$ cat config.mk
export PLATFORM = sky130hd
export DESIGN_NAME = time_set_ctrl
export DESIGN_NICKNAME = d
export VERILOG_FILES = /design/src/rtl/time_set_ctrl.sv
export SDC_FILE = /design/constraint.sdc
export NUM_CORES = 1
export LEC_CHECK = 0
export CORE_MARGIN = 1.5
export CORE_UTILIZATION = 45
export CTS_BUF_LIST = sky130_fd_sc_hd__clkbuf_4 sky130_fd_sc_hd__clkbuf_8 sky130_fd_sc_hd__clkbuf_16
export DETAILED_ROUTE_END_ITERATION = 12
export GPL_TIMING_DRIVEN = 0
export MAX_ROUTING_LAYER = met4
export PLACE_DENSITY = 0.7
export SYNTH_ARGS = -nofsm -noshare
export SYNTH_HDL_FRONTEND = slang
export SYNTH_SLANG_ARGS = --single-unit
$ cat constraint.sdc
create_clock -name clk -period 3.1 [get_ports clk]
set_input_delay 0.31 -clock clk [delete_from_list [all_inputs] [get_ports clk]]
set_output_delay 0.31 -clock clk [all_outputs]
set_load 0.02 [all_outputs]
$ cat src/rtl/time_set_ctrl.sv
// -----------------------------------------------------------------------------
// time_set_ctrl
//   User-interface controller that sequences setting the time on the
//   HH:MM:SS BCD counter chain. The first mode press freezes the chain and
//   copies the live hour/minute digits into shadow registers. The hour is
//   edited first, then the minute. The last mode press sends a one-cycle load
//   strobe to every counter. Seconds are always loaded as 00. If no button
//   edge arrives for TIMEOUT_SEC seconds, the edit is abandoned and the chain
//   resumes from the values it was holding.
//
// Optional build macro:
//   AUTO_REPEAT_EN - an inc button held across two sec_ticks after its edge
//                    adds one increment on every later sec_tick.
//
// Parameters:
//   TIMEOUT_SEC   seconds without a button edge before an edit is dropped (1..255)
//
// Ports:
//   clk                     system clock
//   rst                     asynchronous reset, active low
//   sec_tick                one-clk pulse per second
//   mode_btn, inc_btn       debounced button levels
//   cur_hr_t .. cur_min_u   live BCD digits from the counters
//   run_en                  1 = counter chain may count
//   set                     one-cycle load strobe to all counters
//   set_hr_t .. set_min_u   load values, qualified by set
//   set_sec_t, set_sec_u    always 0
//   field                   0 RUN, 1 SET_HR, 2 SET_MIN, 3 COMMIT
//   blink                   blink enable for the field being edited
// -----------------------------------------------------------------------------
module time_set_ctrl #(
  parameter int TIMEOUT_SEC = 10
) (
  input  logic       clk,
  input  logic       rst,
  input  logic       sec_tick,
  input  logic       mode_btn,
  input  logic       inc_btn,
  input  logic [3:0] cur_hr_t,
  input  logic [3:0] cur_hr_u,
  input  logic [3:0] cur_min_t,
  input  logic [3:0] cur_min_u,
  output logic       run_en,
  output logic       set,
  output logic [3:0] set_hr_t,
  output logic [3:0] set_hr_u,
  output logic [3:0] set_min_t,
  output logic [3:0] set_min_u,
  output logic [3:0] set_sec_t,
  output logic [3:0] set_sec_u,
  output logic [1:0] field,
  output logic       blink
);

  typedef enum logic [1:0] {
    RUN     = 2'd0,
    SET_HR  = 2'd1,
    SET_MIN = 2'd2,
    COMMIT  = 2'd3
  } state_t;

  localparam logic [7:0] TO_LAST = 8'(TIMEOUT_SEC - 1);

  state_t     state, state_nxt;
  logic       mode_q, inc_q, mode_e, inc_e;
  logic       editing, inc_do, rep_inc, any_edge, timeout_hit, cap_bad;
  logic [3:0] sh_hr_t, sh_hr_u, sh_min_t, sh_min_u;
  logic [3:0] hr_inc_t, hr_inc_u, min_inc_t, min_inc_u;
  logic [7:0] to_cnt;
  logic       blink_r;

  // Button edges. The *_q registers reset to 1, so a button that is held
  // through reset does not look like a press when reset is released.
  assign mode_e  = mode_btn & ~mode_q;
  assign inc_e   = inc_btn & ~inc_q;
  assign editing = (state == SET_HR) || (state == SET_MIN);

  // When mode and inc arrive together, mode wins and the increment is dropped.
  assign inc_do      = editing & ~mode_e & (inc_e | rep_inc);
  assign any_edge    = mode_e | inc_e | rep_inc;
  assign timeout_hit = editing & sec_tick & ~any_edge & (to_cnt == TO_LAST);

  // A captured time that is not a legal 24h BCD time is replaced by 00:00.
  assign cap_bad = (cur_hr_t > 4'd9) || (cur_hr_u > 4'd9) ||
                   (cur_min_t > 4'd9) || (cur_min_u > 4'd9) ||
                   (cur_hr_t > 4'd2) || ((cur_hr_t == 4'd2) && (cur_hr_u > 4'd3)) ||
                   (cur_min_t > 4'd5);

`ifdef AUTO_REPEAT_EN
  // Auto-repeat. After an inc edge in an edit state, the first two sec_ticks
  // arm the repeat. Each later tick adds one increment while inc stays held.
  logic       rep_act;
  logic [1:0] rep_cnt;

  assign rep_inc = editing & rep_act & inc_btn & sec_tick & (rep_cnt == 2'd2);

  always_ff @(posedge clk or negedge rst) begin
    if (!rst) begin
      rep_act <= 1'b0;
      rep_cnt <= 2'd0;
    end else if ((state_nxt != state) || !inc_btn) begin
      rep_act <= 1'b0;
      rep_cnt <= 2'd0;
    end else if (inc_e && editing) begin
      rep_act <= 1'b1;
      rep_cnt <= 2'd0;
    end else if (rep_act && sec_tick && (rep_cnt != 2'd2)) begin
      rep_cnt <= rep_cnt + 2'd1;
    end
  end
`else
  assign rep_inc = 1'b0;
`endif

  // BCD increments of the shadow hour (23 -> 00) and minute (59 -> 00).
  // The minute does not carry into the hour.
  always_comb begin
    hr_inc_t  = sh_hr_t;
    hr_inc_u  = sh_hr_u + 4'd1;
    min_inc_t = sh_min_t;
    min_inc_u = sh_min_u + 4'd1;
    if ((sh_hr_t == 4'd2) && (sh_hr_u == 4'd3)) begin
      hr_inc_t = 4'd0;
      hr_inc_u = 4'd0;
    end else if (sh_hr_u == 4'd9) begin
      hr_inc_t = sh_hr_t + 4'd1;
      hr_inc_u = 4'd0;
    end
    if (sh_min_u == 4'd9) begin
      min_inc_u = 4'd0;
      min_inc_t = (sh_min_t == 4'd5) ? 4'd0 : sh_min_t + 4'd1;
    end
  end

  // State register.
  always_ff @(posedge clk or negedge rst) begin
    if (!rst) state <= RUN;
    else      state <= state_nxt;
  end

  // Next-state logic. COMMIT lasts exactly one cycle. A timeout returns to
  // RUN without a load strobe.
  always_comb begin
    state_nxt = state;
    case (state)
      RUN:     if (mode_e) state_nxt = SET_HR;
      SET_HR:  if (mode_e) state_nxt = SET_MIN;
               else if (timeout_hit) state_nxt = RUN;
      SET_MIN: if (mode_e) state_nxt = COMMIT;
               else if (timeout_hit) state_nxt = RUN;
      COMMIT:  state_nxt = RUN;
      default: state_nxt = RUN;
    endcase
  end

  // Edge registers, shadow time, timeout counter, blink phase and the held
  // load values. The load values are written on the way into COMMIT so that
  // they are already valid in the cycle where set is high.
  always_ff @(posedge clk or negedge rst) begin
    if (!rst) begin
      mode_q    <= 1'b1;
      inc_q     <= 1'b1;
      sh_hr_t   <= 4'd0;
      sh_hr_u   <= 4'd0;
      sh_min_t  <= 4'd0;
      sh_min_u  <= 4'd0;
      to_cnt    <= 8'd0;
      blink_r   <= 1'b0;
      set_hr_t  <= 4'd0;
      set_hr_u  <= 4'd0;
      set_min_t <= 4'd0;
      set_min_u <= 4'd0;
    end else begin
      mode_q <= mode_btn;
      inc_q  <= inc_btn;

      if ((state == RUN) && mode_e) begin
        sh_hr_t  <= cap_bad ? 4'd0 : cur_hr_t;
        sh_hr_u  <= cap_bad ? 4'd0 : cur_hr_u;
        sh_min_t <= cap_bad ? 4'd0 : cur_min_t;
        sh_min_u <= cap_bad ? 4'd0 : cur_min_u;
      end else if (inc_do && (state == SET_HR)) begin
        sh_hr_t <= hr_inc_t;
        sh_hr_u <= hr_inc_u;
      end else if (inc_do && (state == SET_MIN)) begin
        sh_min_t <= min_inc_t;
        sh_min_u <= min_inc_u;
      end

      if (!editing || any_edge) to_cnt <= 8'd0;
      else if (sec_tick)        to_cnt <= to_cnt + 8'd1;

      if (!editing)      blink_r <= 1'b0;
      else if (sec_tick) blink_r <= ~blink_r;

      if ((state == SET_MIN) && mode_e) begin
        set_hr_t  <= sh_hr_t;
        set_hr_u  <= sh_hr_u;
        set_min_t <= sh_min_t;
        set_min_u <= sh_min_u;
      end
    end
  end

  // Output decode from the current state.
  always_comb begin
    run_en    = (state == RUN);
    set       = (state == COMMIT);
    field     = state;
    blink     = blink_r & editing;
    set_sec_t = 4'd0;
    set_sec_u = 4'd0;
  end

endmodule

# == Word level (Yosys, flattened, before mapping) ==
# Cells that the tools add are included.
# op_classes
magnitude_cmp,7
n_addsub,5
bitwise,14
mux,30
n_eq_ne,13
reduce_logical,24
# op_table
cell,n
2-to-1 mux 4 bit,21
"adder 4 x 1 -> 4 bit, second input constant",4
"> comparator 4 bit, second input constant",4
2-to-1 mux 8 bit,2
"equality test 4 x 2 -> 1 bit, second input constant",3
"adder 8 x 1 -> 8 bit, second input constant",1
bitwise AND 1 bit,8
"equality test 4 bit, second input constant",2
"equality test 8 x 4 -> 1 bit, second input constant",1
"> comparator 4 x 2 -> 1 bit, second input constant",2
logical OR 1 bit,8
2-to-1 mux 2 bit,4
one-hot mux 2 bit (4 select lines),1
nonzero test 2 bit,4
logical AND 1 bit,6
inverter 1 bit,5
"equality test 2 bit, second input constant",2
"equality test 4 x 3 -> 1 bit, second input constant",1
"> comparator 4 x 3 -> 1 bit, second input constant",1
"inequality test 2 bit, second input constant",2
AND reduction 2 bit,2
AND reduction 3 bit,1
nonzero test 3 bit,1
"equality test 2 x 1 -> 1 bit, second input constant",1
5 further kinds,6
# totals
out_inout_bits,29
inputBits,21
register_bits,45

# == Longest topological paths before layout ==
# Gate-level depths: netlist (run 1).
# logic_depth
word_depth,9
depth_mapped,8
ltp_nobuf,7

# == Worst setup path after synthesis (run 1) ==
# Ideal clock, no wire load.
# synth_path
kind,register to register
from,reg state[1] (netlist: field[1])
to,reg sh_min_t[2]
required_time_ps,3023
arrival_time_ps,1879
stages_incl_launch_ff,9
path_slack_ps,1143
synth_period_minus_slack_ps,1957
cell_sequence,dfrtp_1 -> inv_1 -> ha_1 -> and3b_1 -> nand4_1 -> nor2_1 -> clkbuf_1 -> nand2_1 -> a21oi_1
# synth_via
word_cells_on_any_way,14
classes_between,3 x eq/ne; 1 x mux; 2 x bitwise; 8 x reduce/logical
# synth_lines
element,line,rtl
from (decl),64,"state_t state, state_nxt;"
from (signal assigned),138,else state <= state_nxt;
zero test 2 bit *,--,
via run_en,43,"output logic run_en,"
logical AND 1 bit *,177,if ((state == RUN) && mode_e) begin
inequality test 2 bit (no source line) or nonzero test 2 bit (tied branches),--,
AND reduction 3 bit (no source line),--,
to (signal assigned),180,sh_min_t <= cap_bad ? 4'd0 : cur_min_t;
to (signal assigned),186,sh_min_t <= min_inc_t;
to (decl),67,"logic [3:0] sh_hr_t, sh_hr_u, sh_min_t, sh_min_u;"
# Mark *: on every way through the listed nets, which the timed path passes. The rest lies on a longest branch.
# A chain may end at the register's enable or synchronous reset.

# == Worst setup path in the final report (run 1) ==
# layout_path
from,reg state[1] (netlist: field[1])
to,out blink
# layout_via
elab_chain_cells,3
word_cells_on_any_way,4
classes_between,2 x eq/ne; 1 x bitwise; 1 x reduce/logical
# layout_lines
element,line,rtl
equality test 2 x 1 -> 1 bit or equality test 2 bit (tied branches),76,assign editing = (state == SET_HR) || (state == SET_MIN);
logical OR 1 bit *,76,
bitwise AND 1 bit *,210,blink = blink_r & editing;
to (decl),52,output logic blink
# Every way passes the cells marked *; elsewhere a longest branch is shown, timed or not.

==> reports/summary.md, run 1 <==
• 0.758 — Final period util
• output pin — CP endpoint kind
• flip-flop — type of element launching the critical path
• 0 — leftover overflow at the end of global routing
• 2.79 ns — Worst EP required
• 9.72 um^2 — mean post-synth cell area
• 40 — number of buffer cells added on primary ports
• 0.00131 uW — standby leakage power
• 0.00795 ns — worst-case clock skew
• 0 — yosys warns
• 1.00 — async set-reset flop share out of synthesis
• in2reg — Hold Crit Class
• 3060 um^2 — area of all placed cells without fillers
• 0.471 — effective utilization at floorplan
• 2 — buffers from clock root to sink, at most
• 0 — antenna violations before repair
• 4 — length of the first detailed-routing pass in iterations
• 572 uV — worst vdd ir
• done — CTS tree
• 76.3 um — die extent in x
• 8740 um — first-pass GRT wire length
• 2.35 ns — post-layout min period
• 0.08 ns — clock transition time at the flip-flop clock pins of the worst setup and hold paths
• 45 — post-synthesis sequential element count
• 666 nW/um^2 — cell area power density
• 496 — number of fill cells in the layout
• 2003 — routed via count
• 26 — FP Rows
• 0.127 — fraction of layout cells with a size suffix above 1
• 0 — count of nets left with antenna violations after detail routing
• 0.513 ns — Least-Margin Pin Slew
• 0 — number of enable flip-flop cells after synthesis
• 3910 um — HPWL Detailed
• sky130_fd_sc_hd__clkbuf_8 — cell at the root of the clock tree
• 45 — TritonCTS sink count
• buffers and inverters — Top delay family on crit path
• 0.897 — gpl congestion
• 2 — htree depth
• 0.658 — tightest slew margin relative to the limit
• 2.04 ns — data arrival time of the worst path
• reg2out — Crit Path Category
• 50 — count of pins on the block boundary
• 2950 um^2 — post-place instance area
• sky130_fd_sc_hd__clkdlybuf4s50_1 — slowest CP cell
• sky130_fd_sc_hd__dfrtp_1 — Top FF cell, synth
• 5 — TritonCTS buffer count
• 2 — total buffers and inverters traversed by the critical path
• inv_1, ha_1, and2_1, clkdlybuf4s50_1 — Critical Path, Cell by Cell
• 0 — final count of negative-setup-slack endpoints
• 54 — number of distinct library cells after synthesis
• 1 — number of hold buffers added after cts
• 106 — number of violations reported at the end of detailed-routing iteration 0
• 0 — buffer count from post-CTS setup fixing
• 5.33 — DR vias/cell
• 334 — final layout net count
• 0.29 ns — Clk Latency, worst-skew pair
• 249 — number of cells produced by synthesis
• 8 — Crit Path Max Fanout
• false — RSZ-0062 raised after global routing
• completed — outcome
• 5140 um^2 — Core ar.
• 2040 uW — overall power
• 0 — number of instances resized during post-cts repair
• 0 — diodes inserted
• 0 — number of max-slew violations in the final report
• 2420 um^2 — total standard cell area after synthesis
• 5170 um — total wirelength of the detailed-routed design
• 0 — final hold violations
• 0.60 ns — worst stage delay on the critical path
• 0.192 — total routing usage reported by global routing
• 33 — largest net degree at the start of global routing
• 1865 — number of global-route vias before repair
• 0 — max cap viols
• 5830 um^2 — area of the die
• 0 — DRC Markers
• 26.5% — area growth from synthesis to layout
• 0.425 GHz — highest clock rate
• 76.3 um — die height
• 0 ns — total negative setup slack
• 0.466 — sequential share of the synthesized area
• 13.7 um — detail-routed net length per standard cell
-- cell type report --
class                      instances  area (um^2)  area share
buffer                            17         97.6      0.0319
clock buffer                       7         96.3      0.0315
clock inverter                     1         5.00     0.00164
inverter                          11         41.3      0.0135
multi-input combinational        183         1180       0.385
sequential                        45         1130       0.369
tap                               70         87.6      0.0286
timing repair buffer              42          425       0.139
-- power breakdown --
| part | internal [uW] | total [uW] | switching (uW) |
|---|---|---|---|
| clock | 202 | 390 | 188 |
| sequential | 713 | 842 | 129 |
| combinational | 373 | 806 | 433 |
-- flip-flops by register name (all words and copies together) (netlist names) --
name	flops
set_hr_u	4
set_min_t	4
field	2
blink_r	1
inc_q	1
set_hr_t	4
to_cnt	8
sh_min_u	4
mode_q	1
sh_hr_t	4
sh_min_t	4
set_min_u	4
sh_hr_u	4
-- cell families after synthesis --
group                      after synthesis  share of synthesized area
muxes                                   11                     0.0502
DFF                                     45                      0.466
buffers and inverters                   28                     0.0574
and+or+nand+nor                         93                      0.215
other                                    1                    0.00155
adders and majority gates                8                     0.0414
AOI/OAI and AO/OA                       56                      0.143
xor gates and xnor gates                 7                     0.0253
-- worst register-to-register path: stages, from the launching register on --
cell and delay, ns:
sky130_fd_sc_hd__dfrtp_1 0.45, sky130_fd_sc_hd__inv_1 0.10, sky130_fd_sc_hd__ha_1 0.26, sky130_fd_sc_hd__and3b_1 0.24, sky130_fd_sc_hd__nand4_1 0.10, sky130_fd_sc_hd__nor2_1 0.29, sky130_fd_sc_hd__clkbuf_1 0.42, sky130_fd_sc_hd__nand2_1 0.12
sky130_fd_sc_hd__a21oi_1 0.15
-- worst paths after layout --
check                      cells after the start                  endpoint                     start  slack [ns]
hold / removal                                 2     to_cnt[1]$_DFFE_PN0P_                  sec_tick        0.33
setup reg to reg                               8   sh_min_t[2]$_DFFE_PN0P_      field[1]$_DFFE_PN0P_        0.91
setup / recovery                               4                     blink      field[1]$_DFFE_PN0P_        0.75
min in group asynchronous                      2   set_hr_u[2]$_DFFE_PN0P_                       rst        0.46
max in group asynchronous                      3    sh_hr_u[3]$_DFFE_PN0P_                       rst        2.15
hold reg to reg                                2  set_min_u[0]$_DFFE_PN0P_  set_min_u[0]$_DFFE_PN0P_        0.49
-- cells in the mapped netlist, drive strengths merged, types with 2 or more instances --
cell / instances / area [um^2]
nor4b: 3 / 47.5
dfstp: 2 / 52.6
inv: 11 / 41.3
nand2b: 2 / 12.5
a2bb2oi: 2 / 17.5
nand2: 27 / 101
and3: 2 / 12.5
mux2: 9 / 101
and3b: 2 / 17.5
nor3b: 2 / 20.0
dfrtp: 43 / 1080
clkbuf: 6 / 22.5
o31ai: 2 / 15.0
or3: 3 / 18.8
o21ai: 21 / 105
nand3: 4 / 20.0
nor2: 22 / 82.6
o211ai: 2 / 15.0
nor3: 5 / 25.0
mux2i: 2 / 20.0
nand3b: 2 / 15.0
and2: 2 / 12.5
a22oi: 3 / 22.5
nor2b: 2 / 12.5
buf: 11 / 75.1
a21oi: 16 / 80.1
xnor2: 2 / 17.5
nand4: 9 / 71.3
ha: 8 / 100
xor2: 5 / 43.8
-- per-stage QoR --
stage	setup WS, ns	util	hold WS (ns)	instances
2_1_floorplan	1.14	-	0.0144	256
3_3_place_gp	0.462	0.571	0.463	366
3_5_place_dp	0.856	0.574	0.242	367
4_1_cts	0.728	0.595	0.328	376
5_1_grt	0.625	0.595	0.366	376
6_report	0.750	0.595	0.330	376
-- routing by layer --
layer | global-route usage | vias up | routed length (um)
met1 | 0.260 | 971 | 2460
met3 | 0.0275 | 4 | 218
li1 | - | 979 | -
met2 | 0.300 | 49 | 2450
met4 | 0.0593 | 0 | 40
met5 | - | - | 0
-- placed cells by master (no fill, tap or decap), types with 4 or more instances in the layout --
master	count
sky130_fd_sc_hd__dfrtp_1	43
sky130_fd_sc_hd__clkdlybuf4s50_1	39
sky130_fd_sc_hd__nand2_1	27
sky130_fd_sc_hd__nor2_1	22
sky130_fd_sc_hd__o21ai_0	19
sky130_fd_sc_hd__a21oi_1	16
sky130_fd_sc_hd__inv_1	10
sky130_fd_sc_hd__mux2_2	9
sky130_fd_sc_hd__nand4_1	8
sky130_fd_sc_hd__ha_1	8
sky130_fd_sc_hd__buf_4	8
sky130_fd_sc_hd__conb_1	8
sky130_fd_sc_hd__clkbuf_8	7
sky130_fd_sc_hd__clkbuf_1	6
sky130_fd_sc_hd__nor3_1	5
sky130_fd_sc_hd__xor2_1	5
sky130_fd_sc_hd__buf_2	4
sky130_fd_sc_hd__nand3_1	4
(Power assumes the default switching activity.)
==> run 2, diff against run 1 <==
Clock period 3.1 ns to 2.3 ns, I/O delays scaled along.
==> reports/summary.md, run 2 (synthesis results as in run 1) <==
• 0.0275 — met3 usage, unchanged
• 0 — diodes inserted, unchanged
• 0.192 — total routing usage reported by global routing, unchanged
• 3070 um^2 — area of all placed cells without fillers, +0.25%
• 0.471 — effective utilization at floorplan, unchanged
• 0 ns — total negative setup slack, unchanged
• 0 — leftover overflow at the end of global routing, unchanged
• 0 — DRC Markers, unchanged
• 494 — number of fill cells in the layout, -0.40%
• 76.3 um — die height, unchanged
• 0 — max cap viols, unchanged
• sky130_fd_sc_hd__clkbuf_8 — cell at the root of the clock tree
• completed — outcome
• 0.122 ns — pre-CTS WS, -0.734 ns
• 0.505 ns — Least-Margin Pin Slew, -0.00721 ns
• 0 — count of nets left with antenna violations after detail routing, unchanged
• 33 — largest net degree at the start of global routing, unchanged
• 40 — number of buffer cells added on primary ports, unchanged
• 8 — max FFs per register, unchanged
• 0.412 — power share of the sequential group, about the same
• 9 — Crit Path Max Fanout, +1
• 0 — final count of negative-setup-slack endpoints, unchanged
• 1180 um^2 — area of the multi-input gates, +0.21%
• 2.48 ns — Worst EP required, -0.31 ns
• 0.597 — Final Core Density, +0.00146
• sky130_fd_sc_hd__dfrtp_1 (42), sky130_fd_sc_hd__clkdlybuf4s50_1 (38), sky130_fd_sc_hd__nand2_1 (27) — most frequent cells in the layout
• 0.858 — Final period util
• sky130_fd_sc_hd__dfrtp_1 — most common cell after layout, fill and taps aside
• flip-flop — CP endpoint kind
• 5140 um^2 — Core ar., unchanged
• 26.8% — area growth from synthesis to layout
• 334 — final layout net count, unchanged
• 0.00696 ns — worst-case clock skew, -0.000990 ns
• 76.3 um — die extent in x, unchanged
• 50 — count of pins on the block boundary, unchanged
• 0.260 — grt met1 use, unchanged
• 5830 um^2 — area of the die, unchanged
• 45 — TritonCTS sink count, unchanged
• 2950 um^2 — post-place instance area, unchanged
• 0.507 GHz — highest clock rate
• 3910 um — HPWL Detailed, unchanged
• 13.7 um — detail-routed net length per standard cell, -0.35%
• 1010 uW — sw power, +35%
• flip-flop — type of element launching the critical path
• 2 — htree depth, unchanged
• 1750 uW — design internal power, +36%
• 2760 uW — overall power, +35%
• 4 — length of the first detailed-routing pass in iterations, unchanged
• 0.367 — Sw Ratio, -0.00108
• in2reg — Hold Crit Class
• 2 — buffers from clock root to sink, at most, unchanged
• 0.300 — met2 capacity usage during global routing, unchanged
• 1.97 ns — post-layout min period
• sec_tick — origin of the worst min-delay path
• 0.00133 uW — standby leakage power, +1.4%
• 0 — number of max-slew violations in the final report, unchanged
• reg2reg — Crit Path Category
• done — CTS tree
• 2 — hold-critical path depth, unchanged
• 0 — final hold violations, unchanged
• met2 — GRT busiest layer
• 1130 um^2 — area used by sequential logic in the layout, +0.11%
• 0.397 — part of the total power dissipated in combinational logic, +0.002
• field[0]$_DFFE_PN0P_ — launching point of the worst reg2reg path
• to_cnt — register ranked first by flip-flop count
• 5.29 — DR vias/cell, -0.75%
• 0.08 ns — clock transition time at the flip-flop clock pins of the worst setup and hold paths, about the same
• 5 — TritonCTS buffer count, unchanged
• 0 — antenna violations before repair, unchanged
• to_cnt[1]$_DFFE_PN0P_ — Endpoint, Worst Hold
• 6 — r2r worst-path depth, -2
• 0.897 — gpl congestion, unchanged
• 97 — number of violations reported at the end of detailed-routing iteration 0, -8.5%
• false — RSZ-0062 raised after global routing
• 1988 — routed via count, -0.75%
• 0.33 ns — reg2reg setup slack, -0.58 ns
• 8740 um — first-pass GRT wire length, unchanged
• field[0]$_DFFE_PN0P_ — R2R Path End
• 0.326 ns — worst path setup slack after routing, -0.424 ns
• 0.663 — tightest slew margin relative to the limit, +0.00481
• 899 nW/um^2 — cell area power density, +35%
• 0.137 — fraction of layout cells with a size suffix above 1, +0.00980
• 5150 um — total wirelength of the detailed-routed design, -0.35%
• 26 — FP Rows, unchanged
• 0.191 — clock network power share, about the same
• 823 uV — worst vdd ir, +44%
• 1865 — number of global-route vias before repair, unchanged
• 0.29 ns — Clk Latency, worst-skew pair, about the same
• 2.16 ns — data arrival time of the worst path, +0.12 ns
-- run 2: cell count changes in the layout (fill, tap and decap cells not counted), sizes merged --
cell / before / now
dlymetal6s2s: 0 / 1
clkdlybuf4s50: 39 / 38
-- run 2: metrics by stage --
stage               hold slack [ns]  instances
global placement              0.463        366
finish                        0.250        376
CTS                           0.248        376
global route                  0.286        376
floorplan                   -0.0656        256
detailed placement            0.162        367
-- run 2: area by class of cell --
cell class,count,area share
well taps,70,0.0285
plain buffers,17,0.0322
clock buffers,7,0.0314
multi-input cells,183,0.385
repair buffers,42,0.139
flip-flops and latches,45,0.368
clock inverters,1,0.00163
inverters,11,0.0135
-- run 2: worst max path at each step --
stage | startpoint | end | slack [ns] | cells past startpoint
floorplan | field[1]$_DFFE_PN0P_ | sh_min_t[2]$_DFFE_PN0P_ | 0.34 | 8
global placement | rst | to_cnt[0]$_DFFE_PN0P_ | -0.26 | 1
finish | field[0]$_DFFE_PN0P_ | field[0]$_DFFE_PN0P_ | 0.33 | 6
global route | field[0]$_DFFE_PN0P_ | sh_min_t[0]$_DFFE_PN0P_ | 0.13 | 8
detailed placement | field[0]$_DFFE_PN0P_ | sh_min_t[2]$_DFFE_PN0P_ | 0.12 | 8
CTS | field[1]$_DFFE_PN0P_ | blink | 0.008 | 4
-- run 2: what timing repair did --
action / CTS / global route
hold buffers: 1 / 0
setup buffers: 0 / 0
endpoints found under the setup margin: 0 / 11
gates resized for setup: 0 / 5
hold endpoints to repair: 11 / 0
-- run 2: worst max-delay path, cell delays in order (launching register included) --
cell	delay [ns]
sky130_fd_sc_hd__dfrtp_1	0.43
sky130_fd_sc_hd__inv_1	0.09
sky130_fd_sc_hd__ha_2	0.41
sky130_fd_sc_hd__nand3b_1	0.29
sky130_fd_sc_hd__nand3b_1	0.30
sky130_fd_sc_hd__a21boi_1	0.16
sky130_fd_sc_hd__o22a_1	0.17
-- run 2: power groups by stage --
| stage | clock [uW] | sequential (uW) | combinational [uW] |
|---|---|---|---|
| after floorplan | 0 | 1220 | 583 |
| after global placement | 0 | 1140 | 1060 |
| after detailed placement | 0 | 1150 | 1090 |
| after CTS | 542 | 1130 | 1090 |
| after global routing | 574 | 1170 | 1210 |
| final | 527 | 1140 | 1090 |
-- run 2: layer usage --
layer	wire length [um]	part of all wire
met2	2460	0.48
met3	219	0.043
met5	0	0
met1	2430	0.47
met4	41	0.0080
